`config.mk`:
```
export PLATFORM = sky130hd
export DESIGN_NAME = reg_bank_io_flat
export DESIGN_NICKNAME = d
export VERILOG_FILES = /design/src/rtl/reg_bank_io_pkg.sv /design/src/rtl/reg_bank_io_if.sv /design/src/rtl/reg_bank_io_readmux.sv /design/src/rtl/reg_bank_io.sv /design/src/flat_wrapper.sv
export SDC_FILE = /design/constraint.sdc
export NUM_CORES = 1
export LEC_CHECK = 0
export CORE_MARGIN = 4
export CORE_UTILIZATION = 47
export DETAILED_ROUTE_END_ITERATION = 7
export PLACE_DENSITY = 0.77
export SYNTH_ARGS = -nofsm -noshare
export SYNTH_HDL_FRONTEND = slang
export SYNTH_SLANG_ARGS = --single-unit
```
`constraint.sdc`:
```
create_clock -name clk -period 1.67 [get_ports clk]
set_clock_uncertainty 0.1 [all_clocks]
set_input_delay 0.2505 -clock clk [delete_from_list [all_inputs] [get_ports clk]]
set_output_delay 0.2505 -clock clk [all_outputs]
set_load 0.05 [all_outputs]
```
`src/rtl/reg_bank_io_pkg.sv`:
```
// Shared decoder codes and flag definitions for the register bank / I/O stage.
// The same constants are used by the sequencing state machine.
package reg_bank_io_pkg;

  localparam int unsigned DECO_BITS = 3;
  localparam int unsigned NUM_REGS  = 6;

  localparam logic [DECO_BITS-1:0] DECO_R0      = 3'b000;
  localparam logic [DECO_BITS-1:0] DECO_R1      = 3'b001;
  localparam logic [DECO_BITS-1:0] DECO_R2      = 3'b010;
  localparam logic [DECO_BITS-1:0] DECO_R3      = 3'b011;
  localparam logic [DECO_BITS-1:0] DECO_R4      = 3'b100;
  localparam logic [DECO_BITS-1:0] DECO_R5      = 3'b101;
  localparam logic [DECO_BITS-1:0] DECO_P0      = 3'b110;
  localparam logic [DECO_BITS-1:0] DECO_P1      = 3'b111;
  localparam logic [DECO_BITS-1:0] DECO_PORTOUT = 3'b110;
  localparam logic [DECO_BITS-1:0] DECO_NOWRITE = 3'b111;

  typedef struct packed {
    logic overflow;
    logic carry;
    logic negative;
    logic zero;
  } flags_t;

  localparam flags_t FLAGS_RST = '{overflow: 1'b0, carry: 1'b0, negative: 1'b0, zero: 1'b1};

endpackage

```
`src/rtl/reg_bank_io_if.sv`:
```
// Bus bundle between the sequencing state machine / ALU (master) and the register bank (slave).
interface reg_bank_io_if #(
  parameter int DATAWIDTH     = 8,
  parameter int SELECTIONDECO = 3
);
  logic [SELECTIONDECO-1:0] sSelDecoA;
  logic [SELECTIONDECO-1:0] sSelDecoB;
  logic [SELECTIONDECO-1:0] sSelDecoC;
  logic [DATAWIDTH-1:0]     iPort0;
  logic [DATAWIDTH-1:0]     iPort1;
  logic [DATAWIDTH-1:0]     iAluResult;
  logic                     iAluOverflow;
  logic                     iAluCarry;
  logic                     iAluNegative;
  logic                     iAluZero;
  logic [DATAWIDTH-1:0]     oBusA;
  logic [DATAWIDTH-1:0]     oBusB;
  logic [DATAWIDTH-1:0]     oPortOut;
  logic                     oPortValid;
  logic                     sOverflow;
  logic                     sCarry;
  logic                     sNegative;
  logic                     sZero;

  modport master (
    output sSelDecoA, sSelDecoB, sSelDecoC, iPort0, iPort1, iAluResult,
           iAluOverflow, iAluCarry, iAluNegative, iAluZero,
    input  oBusA, oBusB, oPortOut, oPortValid, sOverflow, sCarry, sNegative, sZero
  );

  modport slave (
    input  sSelDecoA, sSelDecoB, sSelDecoC, iPort0, iPort1, iAluResult,
           iAluOverflow, iAluCarry, iAluNegative, iAluZero,
    output oBusA, oBusB, oPortOut, oPortValid, sOverflow, sCarry, sNegative, sZero
  );
endinterface

```
`src/rtl/reg_bank_io_readmux.sv`:
```
// Combinational operand read mux: R0..R5, then the two external input ports.
module reg_bank_readmux
  import reg_bank_io_pkg::*;
#(
  parameter int DATAWIDTH     = 8,
  parameter int SELECTIONDECO = 3
) (
  input  logic [NUM_REGS-1:0][DATAWIDTH-1:0] regs_i,
  input  logic [DATAWIDTH-1:0]               port0_i,
  input  logic [DATAWIDTH-1:0]               port1_i,
  input  logic [SELECTIONDECO-1:0]           sel_i,
  output logic [DATAWIDTH-1:0]               bus_o
);

  logic in_range;

  // Codes above 3'b111 only exist for wider selects; they read zero.
  generate
    if (SELECTIONDECO > DECO_BITS) begin : g_wide
      assign in_range = (sel_i[SELECTIONDECO-1:DECO_BITS] == '0);
    end else begin : g_narrow
      assign in_range = 1'b1;
    end
  endgenerate

  always_comb begin
    bus_o = '0;
    if (in_range) begin
      case (sel_i[DECO_BITS-1:0])
        DECO_P0: bus_o = port0_i;
        DECO_P1: bus_o = port1_i;
        default: begin
          for (int unsigned i = 0; i < NUM_REGS; i++) begin
            if (sel_i[DECO_BITS-1:0] == DECO_BITS'(i)) bus_o = regs_i[i];
          end
        end
      endcase
    end
  end

endmodule

```
`src/rtl/reg_bank_io.sv`:
```
// Register bank with writeback decode, registered ALU flags and a strobed output port.
module reg_bank_io
  import reg_bank_io_pkg::*;
#(
  parameter int DATAWIDTH     = 8,
  parameter int SELECTIONDECO = 3
) (
  input  logic          clk,
  input  logic          lowRst,
  reg_bank_io_if.slave  bus
);

  logic [NUM_REGS-1:0][DATAWIDTH-1:0] regs_q, regs_d;
  logic [DATAWIDTH-1:0]               port_q, port_d;
  logic                               valid_q, valid_d;
  flags_t                             flags_q, flags_d;
  logic                               wr_in_range;
  logic [DECO_BITS-1:0]               c_lo;

  assign c_lo = bus.sSelDecoC[DECO_BITS-1:0];

  generate
    if (SELECTIONDECO > DECO_BITS) begin : g_wide
      assign wr_in_range = (bus.sSelDecoC[SELECTIONDECO-1:DECO_BITS] == '0);
    end else begin : g_narrow
      assign wr_in_range = 1'b1;
    end
  endgenerate

  always_comb begin
    regs_d  = regs_q;
    port_d  = port_q;
    valid_d = 1'b0;
    flags_d = flags_q;
    if (wr_in_range) begin
      case (c_lo)
        DECO_PORTOUT: begin
          port_d  = bus.iAluResult;
          valid_d = 1'b1;
        end
        DECO_NOWRITE: ;
        default: begin
          for (int unsigned i = 0; i < NUM_REGS; i++) begin
            if (c_lo == DECO_BITS'(i)) regs_d[i] = bus.iAluResult;
          end
        end
      endcase
      if (c_lo != DECO_NOWRITE) begin
        flags_d = '{overflow: bus.iAluOverflow, carry: bus.iAluCarry,
                    negative: bus.iAluNegative, zero: bus.iAluZero};
      end
    end
  end

  always_ff @(posedge clk or negedge lowRst) begin
    if (!lowRst) begin
      regs_q  <= '0;
      port_q  <= '0;
      valid_q <= 1'b0;
      flags_q <= FLAGS_RST;
    end else begin
      regs_q  <= regs_d;
      port_q  <= port_d;
      valid_q <= valid_d;
      flags_q <= flags_d;
    end
  end

  reg_bank_readmux #(.DATAWIDTH(DATAWIDTH), .SELECTIONDECO(SELECTIONDECO)) u_mux_a (
    .regs_i (regs_q),
    .port0_i(bus.iPort0),
    .port1_i(bus.iPort1),
    .sel_i  (bus.sSelDecoA),
    .bus_o  (bus.oBusA)
  );

  reg_bank_readmux #(.DATAWIDTH(DATAWIDTH), .SELECTIONDECO(SELECTIONDECO)) u_mux_b (
    .regs_i (regs_q),
    .port0_i(bus.iPort0),
    .port1_i(bus.iPort1),
    .sel_i  (bus.sSelDecoB),
    .bus_o  (bus.oBusB)
  );

  assign bus.oPortOut   = port_q;
  assign bus.oPortValid = valid_q;
  assign bus.sOverflow  = flags_q.overflow;
  assign bus.sCarry     = flags_q.carry;
  assign bus.sNegative  = flags_q.negative;
  assign bus.sZero      = flags_q.zero;

endmodule

```
`src/flat_wrapper.sv`:
```
// flat-port wrapper written by rule: the top's interface ports become plain ports
module reg_bank_io_flat import reg_bank_io_pkg::*;
#(
  parameter int DATAWIDTH     = 8,
  parameter int SELECTIONDECO = 3
)
  (clk, lowRst, bus_sSelDecoA, bus_sSelDecoB, bus_sSelDecoC, bus_iPort0, bus_iPort1, bus_iAluResult, bus_iAluOverflow, bus_iAluCarry, bus_iAluNegative, bus_iAluZero, bus_oBusA, bus_oBusB, bus_oPortOut, bus_oPortValid, bus_sOverflow, bus_sCarry, bus_sNegative, bus_sZero);
  reg_bank_io_if #(.DATAWIDTH(DATAWIDTH), .SELECTIONDECO(SELECTIONDECO)) bus_i ();
  input  logic clk;
  input  logic lowRst;
  input wire logic [$bits(bus_i.sSelDecoA)-1:0] bus_sSelDecoA;
  input wire logic [$bits(bus_i.sSelDecoB)-1:0] bus_sSelDecoB;
  input wire logic [$bits(bus_i.sSelDecoC)-1:0] bus_sSelDecoC;
  input wire logic [$bits(bus_i.iPort0)-1:0] bus_iPort0;
  input wire logic [$bits(bus_i.iPort1)-1:0] bus_iPort1;
  input wire logic [$bits(bus_i.iAluResult)-1:0] bus_iAluResult;
  input wire logic [$bits(bus_i.iAluOverflow)-1:0] bus_iAluOverflow;
  input wire logic [$bits(bus_i.iAluCarry)-1:0] bus_iAluCarry;
  input wire logic [$bits(bus_i.iAluNegative)-1:0] bus_iAluNegative;
  input wire logic [$bits(bus_i.iAluZero)-1:0] bus_iAluZero;
  output wire logic [$bits(bus_i.oBusA)-1:0] bus_oBusA;
  output wire logic [$bits(bus_i.oBusB)-1:0] bus_oBusB;
  output wire logic [$bits(bus_i.oPortOut)-1:0] bus_oPortOut;
  output wire logic [$bits(bus_i.oPortValid)-1:0] bus_oPortValid;
  output wire logic [$bits(bus_i.sOverflow)-1:0] bus_sOverflow;
  output wire logic [$bits(bus_i.sCarry)-1:0] bus_sCarry;
  output wire logic [$bits(bus_i.sNegative)-1:0] bus_sNegative;
  output wire logic [$bits(bus_i.sZero)-1:0] bus_sZero;
  assign bus_i.sSelDecoA = bus_sSelDecoA;
  assign bus_i.sSelDecoB = bus_sSelDecoB;
  assign bus_i.sSelDecoC = bus_sSelDecoC;
  assign bus_i.iPort0 = bus_iPort0;
  assign bus_i.iPort1 = bus_iPort1;
  assign bus_i.iAluResult = bus_iAluResult;
  assign bus_i.iAluOverflow = bus_iAluOverflow;
  assign bus_i.iAluCarry = bus_iAluCarry;
  assign bus_i.iAluNegative = bus_iAluNegative;
  assign bus_i.iAluZero = bus_iAluZero;
  assign bus_oBusA = bus_i.oBusA;
  assign bus_oBusB = bus_i.oBusB;
  assign bus_oPortOut = bus_i.oPortOut;
  assign bus_oPortValid = bus_i.oPortValid;
  assign bus_sOverflow = bus_i.sOverflow;
  assign bus_sCarry = bus_i.sCarry;
  assign bus_sNegative = bus_i.sNegative;
  assign bus_sZero = bus_i.sZero;
  reg_bank_io #(.DATAWIDTH(DATAWIDTH), .SELECTIONDECO(SELECTIONDECO)) u_core (.clk(clk), .lowRst(lowRst), .bus(bus_i));
endmodule
```
==> out/qor.csv, run 1 <==
metric;value;unit
status;finished, violations left;
violations;negative setup slack;
postSynthCellCount;199;
rsz0062_at_grt;yes;
ys_types;23;
ant_nets;0;
hold_viol_final;0;
cp-end-kind;output port;
fillers;464;
slowest_delay;0.49;ns
cts_sinks;61;
crit_path_start_kind;flip-flop;
period_share;121;%
dieWidth;92.5;um
io_buffers;67;
dpl_worst_slack;-0.674;ns
io_pins;68;
vias;2274;
syn_nets;238;
r2r_start;u_core.regs_q[44];
max-slew-margin-rel;74.1;%
min_path_type;in -> async;
grt_overflow_total;0;
cts_tree;done;
numCtsBuffers;9;
dr.first_iter.drc_count;134;
max_freq;495;MHz
tns;-5.01;ns
path_cells;mux4_2 -> mux2_4 -> buf_6;
start_util;48.8;%
fin_crit;2.02;ns
synth_edf_count;0;
peakVddDrop;0.000523;V
nNetsFinal;343;
cp_num_buf_inv;1;
r2r_end;u_core.regs_q[44];
yosys_warnings;0;
synth_seq_cells;61;
syn2layout_area_growth;42.1;%
clock_path_buffers;2;
diodes;0;
syn_avg_cell_area;16.9;um2
netlist_top_cells_count;mux2_2 (75), dfrtp_1 (60), mux4_1 (15), mux4_2 (15), buf_2 (6);
finalSetupViolCount;16;
slew_violations;0;
static-leakage-power;2.05;nW
synth_top_area_share;44.8;%
power.density;1050;nW/um2
syn_area;3350;um2
synth_seq_area_share;45.5;%
crit_type;reg -> out;
wl_per_cell;21.2;um
rows;30;
synth_flop_cell;dfrtp_1;
ys_top_cells_by_area;dfrtp_1 (45%), mux2_2 (25%), mux4_1 (12%);
whs;0.263;ns
drc;0;
cts.root.buffer_cell;clkbuf_8;
critical-path-top-delay-family;multiplexers;
vias_per_cell;5.61;
cap_viol_max_count;0;
grt_start_max_net_pins;35;
layout-drive-gt1-share;63.4;%
cp_slowest_cell;mux4_2;
clk_latency;0.33;ns
clkSlewWorstSetupHoldPaths;0.07;ns
htree_levels;3;
crit_path_max_fanout;3;
die_y;92.5;um
grt_pass1_vias;2522;
async_flop_share;100;%
ff2ff_path_depth;3;
die-area;8550;um2
yosysMostFrequentCell;mux2_2;
antenna_found_initial;0;
place_congestion;0.773;
finalWorstSetupSlack;-0.351;ns
required;1.32;ns
hpwl;5590;um
track_usage;21.7;%
reg2reg_slack;0.54;ns
drt_wl_total;8590;um
core;6870;um2
dr.pass1.iters;4;
grt_pass1_wl;13700;um
yosys.area.top_type;dfrtp_1;
worstPathArrival;1.67;ns
worst_pin_slew;0.388;ns
metrics by stage:
stage	power, mW	std cells	area, um2	util (%)
6_report	5.01	405	4770	69.4
5_1_grt	5.23	405	4770	69.4
4_1_cts	4.97	404	4730	68.9
3_5_place_dp	3.69	378	4370	63.6
3_3_place_gp	3.64	378	4370	63.6
2_1_floorplan	3.12	199	3430	-
state kept, by name, summed over array words and instances, names as in the netlist:
signal / cells
u_core.regs_q: 48
u_core.bus.oPortOut: 8
u_core.bus.oPortValid: 1
u_core.bus.sCarry: 1
u_core.bus.sNegative: 1
u_core.bus.sOverflow: 1
u_core.bus.sZero: 1
where the power goes:
group / internal [mW] / switching, mW / leakage, nW
Combinational: 1.04 / 0.905 / 1.24
Sequential: 1.75 / 0.197 / 0.722
Clock: 0.577 / 0.541 / 0.0844
cell families after synthesis:
kind of cell    after synthesis  synth area share, %
compound gates                3                0.634
simple gates                 12                 2.87
mux                         108                 47.9
buf+inv                      15                 3.06
flops                        61                 45.5
worst max-delay path by stage:
stage,from,to,slack [ns],cells after the start
floorplan,bus_sSelDecoA[0],bus_oBusA[1],-0.05,4
global placement,bus_sSelDecoA[0],bus_oBusA[4],-0.66,5
detailed placement,bus_sSelDecoA[0],bus_oBusA[5],-0.67,5
CTS,u_core.regs_q[41],bus_oBusB[1],-0.36,3
global route,u_core.regs_q[41],bus_oBusB[1],-0.40,3
finish,u_core.regs_q[41],bus_oBusB[1],-0.35,3
area by class of cell:
type                       count  area (um2)  area share (%)
clock inverter                 2        10.0           0.210
inverter                       2        7.51           0.157
timing repair buffer         107        1200            25.2
sequential                    61        1530            32.0
tap                           96         120            2.52
multi-input combinational    123        1750            36.7
clock buffer                  14         153            3.20
placed cells by master (no fill, tap or decap), types with 2 or more instances in the layout:
cell,n
clkinv_2,2
mux4_2,30
inv_1,2
mux2_2,60
clkdlybuf4s50_1,32
clkbuf_1,4
buf_16,2
buf_4,34
dlygate4sd2_1,2
nand3b_1,3
dfrtp_1,60
mux2i_1,2
buf_6,16
clkbuf_8,10
nor3b_2,3
buf_12,10
mux2_4,15
buf_2,2
bufbuf_16,2
buf_8,5
per-layer routing:
layer	vias to the layer above	part of all wire (%)	track usage [%]
li1	996	-	-
met1	1198	41	28.1
met2	72	53	35.8
met3	8	5.6	5.20
met4	0	0.81	7.67
met5	-	0	0
timing repair:
action | CTS | global route
gates resized for setup | 45 | 13
buffers inserted | 5 | 1
cloned | 4 | 0
endpoints found under the setup margin | 16 | 16
hold buffers | 1 | 0
endpoints found under the hold margin | 14 | 0
worst register-to-register path: cells and delay by family, from the launching register on:
| family | cells | cell delay, ns |
|---|---|---|
| buffers and inverters | 2 | 0.26 |
| multiplexers | 1 | 0.26 |
| flip-flops | 1 | 0.39 |
Power figures use the tool's default switching activity.
==> run 2: changes to the inputs <==
==> constraint.sdc (replaced) <==
create_clock -name clk -period 1.67 [get_ports clk]
set_clock_uncertainty 0.1 [all_clocks]
set_input_delay 0.2505 -clock clk [delete_from_list [all_inputs] [get_ports clk]]
set_output_delay 0.2505 -clock clk [all_outputs]
set_load 0.005 [all_outputs]
==> run 2 against run 1 <==
Compared with the run above:
- the run still ends with negative setup slack left
- critical path depth up 1
- combinational power fell by 25%
- first-iteration DRC count grew 14%
- cell count is 2.2% higher
- critical path type unchanged
- critical endpoint is now bus_oBusA[1]
==> out/qor.csv, run 2 (synthesis gave the netlist of run 1 again) <==
metric;value;unit;change
diodes;0;;unchanged
hpwl;5620;um;+0.52%
fin_crit;2.07;ns;+0.0465 ns
use_met3;4.55;%;-0.65 points
finalWorstSetupSlack;-0.397;ns;-0.0465 ns
rsz0062_at_grt;yes;;
p_sw_share;26.5;%;-6.3 points
largest_register;u_core.regs_q;;
period_share;124;%;+2.8 points
grt_overflow_total;0;;unchanged
drc;0;;unchanged
required;1.32;ns;about the same
dr.first_iter.drc_count;153;;+14%
final_area;4770;um2;about the same
slew_violations;0;;unchanged
track_usage;22.1;%;+0.38 points
violations;negative setup slack;;
ff2ff_path_depth;2;;-1
cts_tree;done;;
io_pins;68;;unchanged
min_path_type;in -> async;;
dieWidth;92.5;um;unchanged
static-leakage-power;2.05;nW;+0.24%
hold_viol_final;0;;unchanged
clock_path_buffers;2;;unchanged
comb_power_share;32.8;%;-6.1 points
power.internal;3.30;mW;-2.0%
ant_nets;0;;unchanged
top_usage_layer;met2;;
io_buffers;67;;unchanged
status;finished, violations left;;
grt_pass1_vias;2544;;+0.87%
vias;2359;;+3.7%
cts_sinks;61;;unchanged
worstPathArrival;1.72;ns;+0.05 ns
largest_reg_flops;48;;unchanged
dr.pass1.iters;4;;unchanged
dpl_worst_slack;-0.958;ns;-0.284 ns
numCtsBuffers;9;;unchanged
p_switching;1.19;mW;-28%
clk_latency;0.33;ns;about the same
max_freq;484;MHz;-2.2%
mostFrequentLayoutCells;mux2_2 (62), dfrtp_1 (60), clkdlybuf4s50_1 (42), buf_4 (32), mux4_2 (29);;
crit_path_max_fanout;2;;-1
htree_levels;3;;unchanged
crit_path_start_kind;flip-flop;;
path_cells;buf_4 -> mux4_2 -> mux2_4 -> buf_6;;
use_met1;28.1;%;+0.032 points
share_seq_of_total_power;43.2;%;+4.4 points
core;6870;um2;unchanged
clkSlewWorstSetupHoldPaths;0.06;ns;about the same
nNetsFinal;352;;+2.6%
wl_per_cell;21.6;um;+1.9%
finalSetupViolCount;16;;unchanged
grt_pass1_wl;14000;um;+2.0%
critical-path-top-delay-family;multiplexers;;
die_y;92.5;um;unchanged
cp_slowest_cell;mux4_2;;
cap_viol_max_count;0;;unchanged
start_util;48.8;%;unchanged
max-slew-margin-rel;68.8;%;-5.3 points
rows;30;;unchanged
cp-end-kind;output port;;
final_common_cell;mux2_2;;
slowest_delay;0.45;ns;-0.04 ns
cp_num_buf_inv;2;;+1
vias_per_cell;5.70;;+1.5%
crit_type;reg -> out;;
worst_pin_slew;0.468;ns;+0.0794 ns
p_clk_share;24.0;%;+1.7 points
place_congestion;0.802;;+3.8%
antenna_found_initial;0;;unchanged
layout-drive-gt1-share;59.7;%;-3.7 points
syn2layout_area_growth;42.2;%;about the same
whs;0.311;ns;+0.0477 ns
postPlaceCellArea;4370;um2;about the same
grt_start_max_net_pins;31;;-11%
power.density;941;nW/um2;-10%
peakVddDrop;0.000600;V;+15%
drt_wl_total;8960;um;+4.2%
grt_use_met2;36.3;%;+0.48 points
cp.depth;4;;+1
die-area;8550;um2;unchanged
cts.root.buffer_cell;clkbuf_8;;
[run 2: cell count changes in the layout (fill, tap and decap cells not counted), moves of 2 or more]
cell,delta
mux2_4,-2
clkdlybuf4s50_1,+10
dlygate4sd2_1,+3
buf_12,-3
buf_6,+3
buf_8,-5
buf_4,-2
mux2_2,+2
buf_2,+2
[run 2: power by group through the flow]
stage               clock network [mW]  logic, mW  registers (mW)
floorplan                            0      0.676            1.89
global placement                     0       1.23            1.93
detailed placement                   0       1.26            1.95
CTS                               1.10       1.45            1.92
global route                      1.16       1.57            1.97
finish                            1.08       1.47            1.94
[run 2: worst paths after layout]
| path | from | slack [ns] | to |
|---|---|---|---|
| worst max-delay path | u_core.regs_q[33] | -0.40 | bus_oBusA[1] |
| worst max register to register | u_core.regs_q[23] | 0.65 | u_core.regs_q[23] |
| min in group clk | u_core.bus.oPortOut[6] | 0.41 | u_core.bus.oPortOut[6] |
| max in group asynchronous | lowRst | 0.60 | u_core.regs_q[30] |
| worst min-delay path | lowRst | 0.31 | u_core.bus.oPortValid |
| worst min register to register | u_core.bus.oPortOut[6] | 0.41 | u_core.bus.oPortOut[6] |
[run 2: timing repair]
item | in CTS | in global routing
buffers inserted | 13 | 0
gates resized for setup | 122 | 9
gates cloned | 4 | 0
hold buffers | 1 | 0
endpoints found under the hold margin | 16 | 0
pin swaps | 2 | 4
setup endpoints to repair | 17 | 17
[run 2: stage by stage]
step	cells	TNS, ns	total power [mW]	utilization [%]
floorplan	199	0	2.57	-
global placement	380	-22.91	3.16	63.6
detailed placement	380	-24.81	3.21	63.6
CTS	414	-4.91	4.48	69.0
global route	414	-5.45	4.70	69.5
finish	414	-4.71	4.49	69.5
[run 2: area by class of cell]
cell class	instances	area (um2)
clock buffer	13	139
tap	96	120
clock inverter	3	15.0
fill	486	2100
timing repair buffer	116	1230
inverter	2	7.51
multi-input combinational	123	1740
sequential	61	1530
[run 2: layer usage]
metal  up-vias  part of all wire [%]
li1       1014                     -
met1      1246                    41
met2        85                    51
met3        14                   6.0
met4         0                   1.9
met5         -                     0
==> run 3: changes to the inputs <==
--- a/config.mk
+++ b/config.mk
@@ -5,8 +5,10 @@
 export SDC_FILE = /design/constraint.sdc
 export NUM_CORES = 1
 export LEC_CHECK = 0
+export ABC_CLOCK_PERIOD_IN_PS = 1670
 export CORE_MARGIN = 4
 export CORE_UTILIZATION = 47
+export CTS_CLUSTER_DIAMETER = 100
 export DETAILED_ROUTE_END_ITERATION = 7
 export PLACE_DENSITY = 0.77
 export SYNTH_ARGS = -nofsm -noshare
==> results of run 3 <==
The final DEF is identical to that of run 2; final timing and power are the same.
